File: config.mk
export PLATFORM = sky130hd
export DESIGN_NAME = mod_seg7_scanner
export DESIGN_NICKNAME = d
export VERILOG_FILES = /design/src/rtl/mod_seg7_scanner_pkg.sv /design/src/rtl/mod_seg7_scanner_hex7seg.sv /design/src/rtl/mod_seg7_scanner.sv
export SDC_FILE = /design/constraint.sdc
export NUM_CORES = 1
export LEC_CHECK = 0
export CORE_ASPECT_RATIO = 0.7
export CORE_UTILIZATION = 30
export CTS_BUF_LIST = sky130_fd_sc_hd__clkbuf_16
export DETAILED_ROUTE_END_ITERATION = 16
export PLACE_DENSITY = 0.58
export SLEW_MARGIN = 20
export SYNTH_ARGS = -nofsm -noshare
export SYNTH_HDL_FRONTEND = slang
export SYNTH_SLANG_ARGS = --single-unit
File: constraint.sdc
create_clock -name i_clk -period 6.7 [get_ports i_clk]
set_input_delay 1.34 -clock i_clk [delete_from_list [all_inputs] [get_ports i_clk]]
set_output_delay 1.34 -clock i_clk [all_outputs]
set_load 0.01 [all_outputs]
File: src/rtl/mod_seg7_scanner_pkg.sv
// ============================================================================
// Module      : mod_seg7_scanner_pkg
// Description : Shared types and active-low segment codes (g..a) for the
//               multiplexed 7-segment scanner.
// Revision    : 1.0 - initial release
// ============================================================================
`default_nettype none

package mod_seg7_scanner_pkg;

    typedef logic [6:0] seg7_t;
    typedef logic [3:0] hex_t;

    // All segments off (active-low)
    localparam seg7_t c_SEG_BLANK = 7'h7F;

    // Hex glyphs, bit 6 = g ... bit 0 = a, 0 = segment lit
    localparam seg7_t c_SEG_0 = 7'h40;
    localparam seg7_t c_SEG_1 = 7'h79;
    localparam seg7_t c_SEG_2 = 7'h24;
    localparam seg7_t c_SEG_3 = 7'h30;
    localparam seg7_t c_SEG_4 = 7'h19;
    localparam seg7_t c_SEG_5 = 7'h12;
    localparam seg7_t c_SEG_6 = 7'h02;
    localparam seg7_t c_SEG_7 = 7'h58;
    localparam seg7_t c_SEG_8 = 7'h00;
    localparam seg7_t c_SEG_9 = 7'h10;
    localparam seg7_t c_SEG_A = 7'h08;
    localparam seg7_t c_SEG_B = 7'h03;
    localparam seg7_t c_SEG_C = 7'h27;
    localparam seg7_t c_SEG_D = 7'h21;
    localparam seg7_t c_SEG_E = 7'h06;
    localparam seg7_t c_SEG_F = 7'h0E;

    // Brightness field width; compared against the prescaler's top bits
    localparam int c_BRIGHT_W = 4;

endpackage : mod_seg7_scanner_pkg

`default_nettype wire

File: src/rtl/mod_seg7_scanner_hex7seg.sv
// ============================================================================
// Module      : mod_hex7seg
// Description : Combinational 4-bit hex value to active-low 7-segment glyph.
// Revision    : 1.0 - initial release
// ============================================================================
`default_nettype none

module mod_hex7seg
    import mod_seg7_scanner_pkg::*;
(
    input  logic [3:0] i_val,
    output logic [6:0] o_seg
);

    // Glyph lookup for the digit currently being scanned
    always_comb begin
        o_seg = c_SEG_BLANK;
        case (i_val)
            4'h0: o_seg = c_SEG_0;
            4'h1: o_seg = c_SEG_1;
            4'h2: o_seg = c_SEG_2;
            4'h3: o_seg = c_SEG_3;
            4'h4: o_seg = c_SEG_4;
            4'h5: o_seg = c_SEG_5;
            4'h6: o_seg = c_SEG_6;
            4'h7: o_seg = c_SEG_7;
            4'h8: o_seg = c_SEG_8;
            4'h9: o_seg = c_SEG_9;
            4'hA: o_seg = c_SEG_A;
            4'hB: o_seg = c_SEG_B;
            4'hC: o_seg = c_SEG_C;
            4'hD: o_seg = c_SEG_D;
            4'hE: o_seg = c_SEG_E;
            4'hF: o_seg = c_SEG_F;
            default: o_seg = c_SEG_BLANK;
        endcase
    end

endmodule : mod_hex7seg

`default_nettype wire

File: src/rtl/mod_seg7_scanner.sv
// ============================================================================
// Module      : mod_seg7_scanner
// Description : Multiplexed common-anode 7-segment driver. N hex digits with
//               per-digit decimal point and blanking, leading-zero
//               suppression and 16-level PWM brightness. Scan rate comes from
//               a free-running prescaler; all outputs registered, active-low.
// Revision    : 1.0 - initial release
// ============================================================================
`default_nettype none

module mod_seg7_scanner
    import mod_seg7_scanner_pkg::*;
#(
    parameter int NUM_DIGITS = 4,
    parameter int PRESC_W    = 15
) (
    input  logic                    i_clk,
    input  logic                    i_nRst,
    input  logic [4*NUM_DIGITS-1:0] i_digits,
    input  logic [NUM_DIGITS-1:0]   i_dp,
    input  logic [NUM_DIGITS-1:0]   i_blank,
    input  logic                    i_load,
    input  logic                    i_lz_suppress,
    input  logic [c_BRIGHT_W-1:0]   i_bright,
    output logic [6:0]              o_seg7,
    output logic                    o_dp_n,
    output logic [NUM_DIGITS-1:0]   o_seg7_nSel
);

    localparam int IDX_W = $clog2(NUM_DIGITS);
    localparam logic [IDX_W-1:0]   c_IDX_LAST  = IDX_W'(NUM_DIGITS - 1);
    localparam logic [PRESC_W-1:0] c_PRESC_MAX = '1;

    // Scan state
    logic [PRESC_W-1:0]      r_presc;
    logic [IDX_W-1:0]        r_idx;

    // Shadow copies: the display reads only these, so a load never tears
    logic [4*NUM_DIGITS-1:0] r_sh_digits;
    logic [NUM_DIGITS-1:0]   r_sh_dp;
    logic [NUM_DIGITS-1:0]   r_sh_blank;

    // Output registers
    logic [6:0]              r_seg7;
    logic                    r_dp_n;
    logic [NUM_DIGITS-1:0]   r_nsel;

    // Current-digit datapath
    logic [NUM_DIGITS-1:0]   w_lz_mask;
    logic [3:0]              w_cur_val;
    logic                    w_cur_dp;
    logic                    w_cur_dark;
    logic [NUM_DIGITS-1:0]   w_sel_n;
    logic [6:0]              w_cur_seg;
    logic                    w_active;

    // Free-running prescaler; its wrap marks the end of a digit slot
    always_ff @(posedge i_clk or negedge i_nRst) begin
        if (!i_nRst) begin
            r_presc <= '0;
        end else begin
            r_presc <= r_presc + PRESC_W'(1);
        end
    end

    // Digit index advances on prescaler wrap and wraps at the last digit
    always_ff @(posedge i_clk or negedge i_nRst) begin
        if (!i_nRst) begin
            r_idx <= '0;
        end else if (r_presc == c_PRESC_MAX) begin
            r_idx <= (r_idx == c_IDX_LAST) ? '0 : r_idx + IDX_W'(1);
        end
    end

    // Capture digits, decimal points and blanking together on load
    always_ff @(posedge i_clk or negedge i_nRst) begin
        if (!i_nRst) begin
            r_sh_digits <= '0;
            r_sh_dp     <= '0;
            r_sh_blank  <= '0;
        end else if (i_load) begin
            r_sh_digits <= i_digits;
            r_sh_dp     <= i_dp;
            r_sh_blank  <= i_blank;
        end
    end

    // Leading-zero mask: walk down from the MSD while digits are 0 with no dp
    always_comb begin : p_lz_mask
        logic v_run;
        v_run     = 1'b1;
        w_lz_mask = '0;
        for (int k = NUM_DIGITS - 1; k >= 1; k--) begin
            v_run        = v_run & (r_sh_digits[4*k +: 4] == 4'h0) & ~r_sh_dp[k];
            w_lz_mask[k] = i_lz_suppress & v_run;
        end
    end

    // Select the digit under the scan index (single shared decoder downstream)
    always_comb begin
        w_cur_val  = 4'h0;
        w_cur_dp   = 1'b0;
        w_cur_dark = 1'b1;
        w_sel_n    = '1;
        for (int k = 0; k < NUM_DIGITS; k++) begin
            if (r_idx == IDX_W'(k)) begin
                w_cur_val  = r_sh_digits[4*k +: 4];
                w_cur_dp   = r_sh_dp[k];
                w_cur_dark = r_sh_blank[k] | w_lz_mask[k];
                w_sel_n[k] = 1'b0;
            end
        end
    end

    mod_hex7seg u_hex7seg (
        .i_val (w_cur_val),
        .o_seg (w_cur_seg)
    );

    // Lit window: skip p==0 dead time, PWM against brightness, honour blanking
    always_comb begin
        w_active = (r_presc != '0)
                && (r_presc[PRESC_W-1 -: c_BRIGHT_W] <= i_bright)
                && !w_cur_dark;
    end

    // Register select, segments and dp together so they change in one cycle
    always_ff @(posedge i_clk or negedge i_nRst) begin
        if (!i_nRst) begin
            r_nsel <= '1;
            r_seg7 <= c_SEG_BLANK;
            r_dp_n <= 1'b1;
        end else if (w_active) begin
            r_nsel <= w_sel_n;
            r_seg7 <= w_cur_seg;
            r_dp_n <= ~w_cur_dp;
        end else begin
            r_nsel <= '1;
            r_seg7 <= c_SEG_BLANK;
            r_dp_n <= 1'b1;
        end
    end

    assign o_seg7      = r_seg7;
    assign o_dp_n      = r_dp_n;
    assign o_seg7_nSel = r_nsel;

endmodule : mod_seg7_scanner

`default_nettype wire

Yosys cells after proc, flatten, opt, wreduce, memory -nomap -nowiden. Memories as Yosys holds them, arrays and structs flattened. Cells that the tools add are included.

Flip-flop bits (word level): 53. Bits in read-only memories: 112. Output and inout port bits: 12. Bits of input ports: 32. Logic and storage cells: 59. Memories kept: 1.

Memory list: (name not given) (words 16, width 7, read ports 1, clocked after Yosys merged registers in 0, wr ports 0, RTL line mod_seg7_scanner_hex7seg.sv:18) `case (i_val)`.

Bitwise operators: 15. Equality and inequality tests: 4. Mux-type cells: 20. Reductions and logical operators: 8. Add/subtract/negate cells: 2. Order comparisons: 1.

Operator list (count): 4-bit 2-to-1 mux (5); 15-bit by 1-bit adder with 15-bit output, second input constant (1); 15-bit == test, second input constant (1); 15-bit nonzero test (1); 1-bit 2-to-1 mux (13); 4-bit zero test (3); 1-bit AND (8); 7-bit 2-to-1 mux (1); 2-bit == test, second input constant (2); 4-bit less-or-equal comparator (1); 1-bit inverter (4); 1-bit bitwise OR (3); 2-bit by 1-bit adder with 2-bit output, second input constant (1); 2-bit by 1-bit == test with 1-bit output, second input constant (1); 1-bit logical AND (2); 2-bit zero test (1); 2-bit 2-to-1 mux (1); 1-bit zero test (1).

Longest topological paths before layout.
Depth in word-level cells: 14. Gate-level depth with buffers: 10. Mapped depth without buffers: 9.

Modules after synthesis. From an unflattened synthesis, not the netlist that was laid out.

Cells, all modules: 243. Area, all modules: 2813.9 sq um.

By module, submodules not included: mod_seg7_scanner (instances 1, cells each 216, area an instance 2588.7 sq um, sequential area each 1341.3 sq um); mod_hex7seg (instances 1, cells each 27, area an instance 225.2 sq um, sequential area each 0.0 sq um).

Worst setup path before layout. OpenSTA, ideal clock, no wires.

Path type: input to register. Start: input i_bright[2]. End: register r_nsel[3], in the netlist o_seg7_nSel[3]. Stages on the path: 6. Setup time: 0.100 ns. Buffers on the path: 0. Arrival time: 2.923 ns. Path slack: 3.677 ns. Data required time: 6.600 ns. Cells stage by stage: inv_1 ha_1 and3b_1 a2111oi_2 o21ai_1 or4b_2.

Cells in the longest elaborated chain, start to end: 4.

RTL lines: start: declaration (RTL line mod_seg7_scanner.sv:24) `input logic [c_BRIGHT_W-1:0] i_bright,`; 4-bit less-or-equal comparator (RTL line mod_seg7_scanner.sv:123) `&& (r_presc[PRESC_W-1 -: c_BRIGHT_W] <= i_bright)`; 1-bit logical AND (RTL line mod_seg7_scanner.sv:123); 1-bit logical AND (RTL line mod_seg7_scanner.sv:124) `&& !w_cur_dark;`; 4-bit 2-to-1 mux (RTL line mod_seg7_scanner.sv:133) `end else if (w_active) begin`; end signal: assignment (RTL line mod_seg7_scanner.sv:134) `r_nsel <= w_sel_n;`; end: declaration (RTL line mod_seg7_scanner.sv:46) `logic [NUM_DIGITS-1:0] r_nsel;`.

Every way passes these cells. A chain may end at the register's enable or synchronous reset.

Worst setup path after layout.
Start: input i_bright[2]. End: register r_seg7[5], in the netlist o_seg7[5].

Cells in the longest elaborated chain, start to end: 4.

RTL lines: 4-bit less-or-equal comparator (RTL line mod_seg7_scanner.sv:123); 1-bit logical AND (RTL line mod_seg7_scanner.sv:123); 1-bit logical AND (RTL line mod_seg7_scanner.sv:124); 7-bit 2-to-1 mux (RTL line mod_seg7_scanner.sv:133); end signal: assignment (RTL line mod_seg7_scanner.sv:131) `r_seg7 <= c_SEG_BLANK;`; end signal: assignment (RTL line mod_seg7_scanner.sv:135) `r_seg7 <= w_cur_seg;`; end signal: assignment (RTL line mod_seg7_scanner.sv:139) `r_seg7 <= c_SEG_BLANK;`; end: declaration (RTL line mod_seg7_scanner.sv:44) `logic [6:0] r_seg7;`.

Every way passes these cells.

==> summary.md <==
| Metric | Value |
|---|---|
| Status | `completed` |
| CTS max path bufs | `2` |
| Synth async-reset ratio | `1.000` |
| R2R Path End | `o_seg7[3]` |
| RD Place Congestion | `0.7802` |
| Sequential fraction of the synthesis area | `0.4933` |
| NumNets Final | `322` |
| Unrepaired setup endpoints after global routing | `no` |
| Routed WL | `5.524 mm` |
| Hold endpoint | `r_presc[9]` |
| Die ar. | `about 0.0095 mm^2` |
| Post-synth EDFFs | `0` |
| WHS | `0.4879 ns` |
| Final min period | `3.722 ns` |
| FMAX | `about 270 MHz` |
| Clk pin slew, worst setup/hold paths | `0.07 ns` |
| Mean number of vias per cell | `4.610` |
| Pwr dens | `~210 mW/mm^2` |
| Worst-Skew Late Latency | `0.29 ns` |
| GRT Util Overall | `0.1305` |
| PortBufs | `43` |
| Vias after detailed routing | `about 1,800` |
| Max VDD drop | `0.1025 mV` |
| Overflow left after global routing | `0` |
| Max-Cap Viols | `0` |
| Distinct cell type count after synthesis | `45` |
| Initial DRC count | `59` |
| Initial Utilization | `0.3155` |
| CP Launch Type | `primary input` |
| Number of synthesized register bits | `53` |
| Crit path kind | `primary input to register` |
| TNS Setup | `0 ns` |
| Largest net degree at the start of global routing | `54` |
| Worst hold path type | `register to register` |
| Die width | `between 100 and 150 um` |
| Crit Path Max Fanout | `11` |
| Hold depth | `1` |
| Area growth from synthesis to layout | `24.80%` |
| CTS Buf Count | `5` |
| H-tree depth | `2` |
| Post-DP HPWL | `3.975 mm` |
| Hold Buf Count CTS | `0` |
| Rows | `28` |
| Mean Syn Cell Area | `11.67 um^2` |
| Finished layout cell area | `0.003393 mm^2` |
| # resized after CTS | `0` |
| Rel. slew slack | `0.3412` |
| Reg2Reg Depth | `8` |
| Worst-Margin Slew | `between 0.9 and 1 ns` |
| Pleak | `1.437 nW` |
| Ant. Diodes | `0` |
| Crit path capture type | `register` |
| Slew Limit Fails | `0` |
| Avg WL per Cell | `13.98 um` |
| First-pass DRT Iterations | `4` |
| Die height | `81.65 um` |
| Hold Vio Cnt, Final | `0` |
| Syn Inst Count | `between 200 and 250` |
| Crit share post-route | `0.5555` |
| First-pass GRT wire length | `9.363 mm` |
| Initial antenna violation count | `0` |
| Required @ worst endpoint | `between 6 and 7 ns` |
| Worst EP arrival | `3.89 ns` |
| Clk_skew | `0.005731 ns` |
| Clock sinks | `53` |
| Primary FF master, synth | `dfrtp_1` |
| Worst reg2reg startpoint | `r_idx[0]` |
| Number of routed nets with antenna violations | `0` |
| Mapped Nets | `281` |
| Synthesis warning total | `0` |
| Place WS | `roughly 2.6 ns` |
| Buffer count from post-CTS setup fixing | `0` |
| Slack of the worst reg-to-reg path | `3.89 ns` |
| Io pins | `44` |
| Hold Path Origin | `r_presc[9]` |
| Smallest setup slack after layout | `between 2 and 3 ns` |
| Fin util | `0.3937` |
| DR DRC count | `0` |
| Number of global-route vias before repair | `1,861` |
| Root Buffer | `clkbuf_16` |
| Area after DPL | `around 0.0033 mm^2` |
| Share of post-route cells with drive strength above 1 | `0.2073` |
| Finish-stage setup viols | `0` |
| Core area | `0.008618 mm^2` |
| Post-Syn Area | `~0.0027 mm^2` |
| CTS tree | `built` |
[worst max-delay path, cell delays in order]
cell             delay (ns)
clkdlybuf4s50_1        0.45
inv_1                  0.04
ha_1                   0.32
and3b_1                0.19
a2111oi_2              0.31
o21ai_1                0.17
a2111oi_4              0.78
o311ai_0               0.27
[cells in the mapped netlist (2+ instances only)]
| cell type | count | area share |
|---|---|---|
| dfstp_2 | 12 | 0.12 |
| o21a_1 | 2 | 0.0055 |
| dfrtp_1 | 41 | 0.38 |
| xor2_1 | 5 | 0.016 |
| nand3b_1 | 5 | 0.014 |
| and4_1 | 2 | 0.0064 |
| nand4_1 | 4 | 0.0092 |
| a211oi_1 | 4 | 0.011 |
| clkbuf_1 | 4 | 0.0055 |
| and3_1 | 4 | 0.0092 |
| nand3_1 | 7 | 0.013 |
| ha_1 | 16 | 0.074 |
| mux2_2 | 23 | 0.095 |
| nand2_1 | 18 | 0.025 |
| nor3b_1 | 4 | 0.011 |
| o21ai_0 | 9 | 0.017 |
| buf_2 | 6 | 0.011 |
| o211ai_2 | 4 | 0.018 |
| mux2i_1 | 3 | 0.011 |
| nor2_1 | 7 | 0.0097 |
| xnor2_1 | 8 | 0.026 |
| inv_1 | 15 | 0.021 |
| nor4_1 | 2 | 0.0046 |
| a21oi_1 | 4 | 0.0074 |
| nand2b_1 | 3 | 0.0069 |
| a221oi_2 | 2 | 0.011 |
[flip-flops by register name, summed over array words and instances, names as in the netlist]
name         flops
r_sh_digits     16
r_presc         15
o_seg7           7
o_seg7_nSel      4
r_sh_blank       4
r_sh_dp          4
r_idx            2
o_dp_n           1
[final cells by class]
type                            count  area [um^2]
Tap cell                          120        150.1
Clock buffer                        5        125.1
Inverter                           15        56.30
Timing Repair Buffer               45        440.4
Fill cell                         874         5225
Clock inverter                      3        15.01
Multi-Input combinational cell    154         1265
Sequential cell                    53         1341
[stage by stage]
step	power, mW	std cells
finish	0.7174	395
floorplan	0.4235	233
global placement	0.4761	387
detailed placement	0.4772	387
global route	0.7507	395
CTS	0.7273	395
[worst max-delay path by stage]
| stage | start | end | slack (ns) | depth (start not counted) |
|---|---|---|---|---|
| 6_report | i_bright[2] | o_seg7[5] | 2.98 | 8 |
| 2_1_floorplan | i_bright[2] | o_seg7_nSel[3] | 3.68 | 6 |
| 5_1_grt | i_bright[2] | o_seg7[5] | 2.75 | 8 |
| 3_5_place_dp | i_bright[2] | o_seg7[5] | 2.60 | 8 |
| 4_1_cts | i_bright[2] | o_seg7[5] | 2.93 | 8 |
| 3_3_place_gp | i_bright[2] | o_seg7[5] | 2.63 | 8 |
[layout by cell type (no fill, tap or decap), drive strengths merged, types with 7 or more instances in the layout]
master and n:
nand3 7, ha 16, o21ai 11, clkdlybuf4s50 42, nand2 18, inv 17, nor2 7, mux2 23
xnor2 8, dfrtp 41, dfstp 12
[power breakdown]
part	total, mW	internal (mW)	switching [mW]
registers	0.360	0.347	0.0130
clock network	0.248	0.136	0.112
logic	0.109	0.0598	0.0493
total	0.717	0.543	0.174
[kinds of logic (layout without fill, tap and decap cells)]
family	Yosys count	after routing	synth area share
and+or+nand+nor	65	65	0.1367
xor gates and xnor gates	13	13	0.04188
muxes	26	26	0.1063
adders and majority gates	16	16	0.07363
DFF	53	53	0.4933
AOI/OAI and AO/OA	34	34	0.1068
buffers and inverters	26	68	0.04141
[layer usage]
layer / up-vias / part of all wire / track usage / routed length (um)
met4: 0 / 0.013 / 0.04231 / 70
met5: - / 0 / 0 / 0
li1: 902 / - / - / -
met2: 47 / 0.38 / 0.1786 / 2117
met1: 864 / 0.56 / 0.1994 / 3066
met3: 8 / 0.049 / 0.02878 / 270
Power figures use the tool's default switching activity.
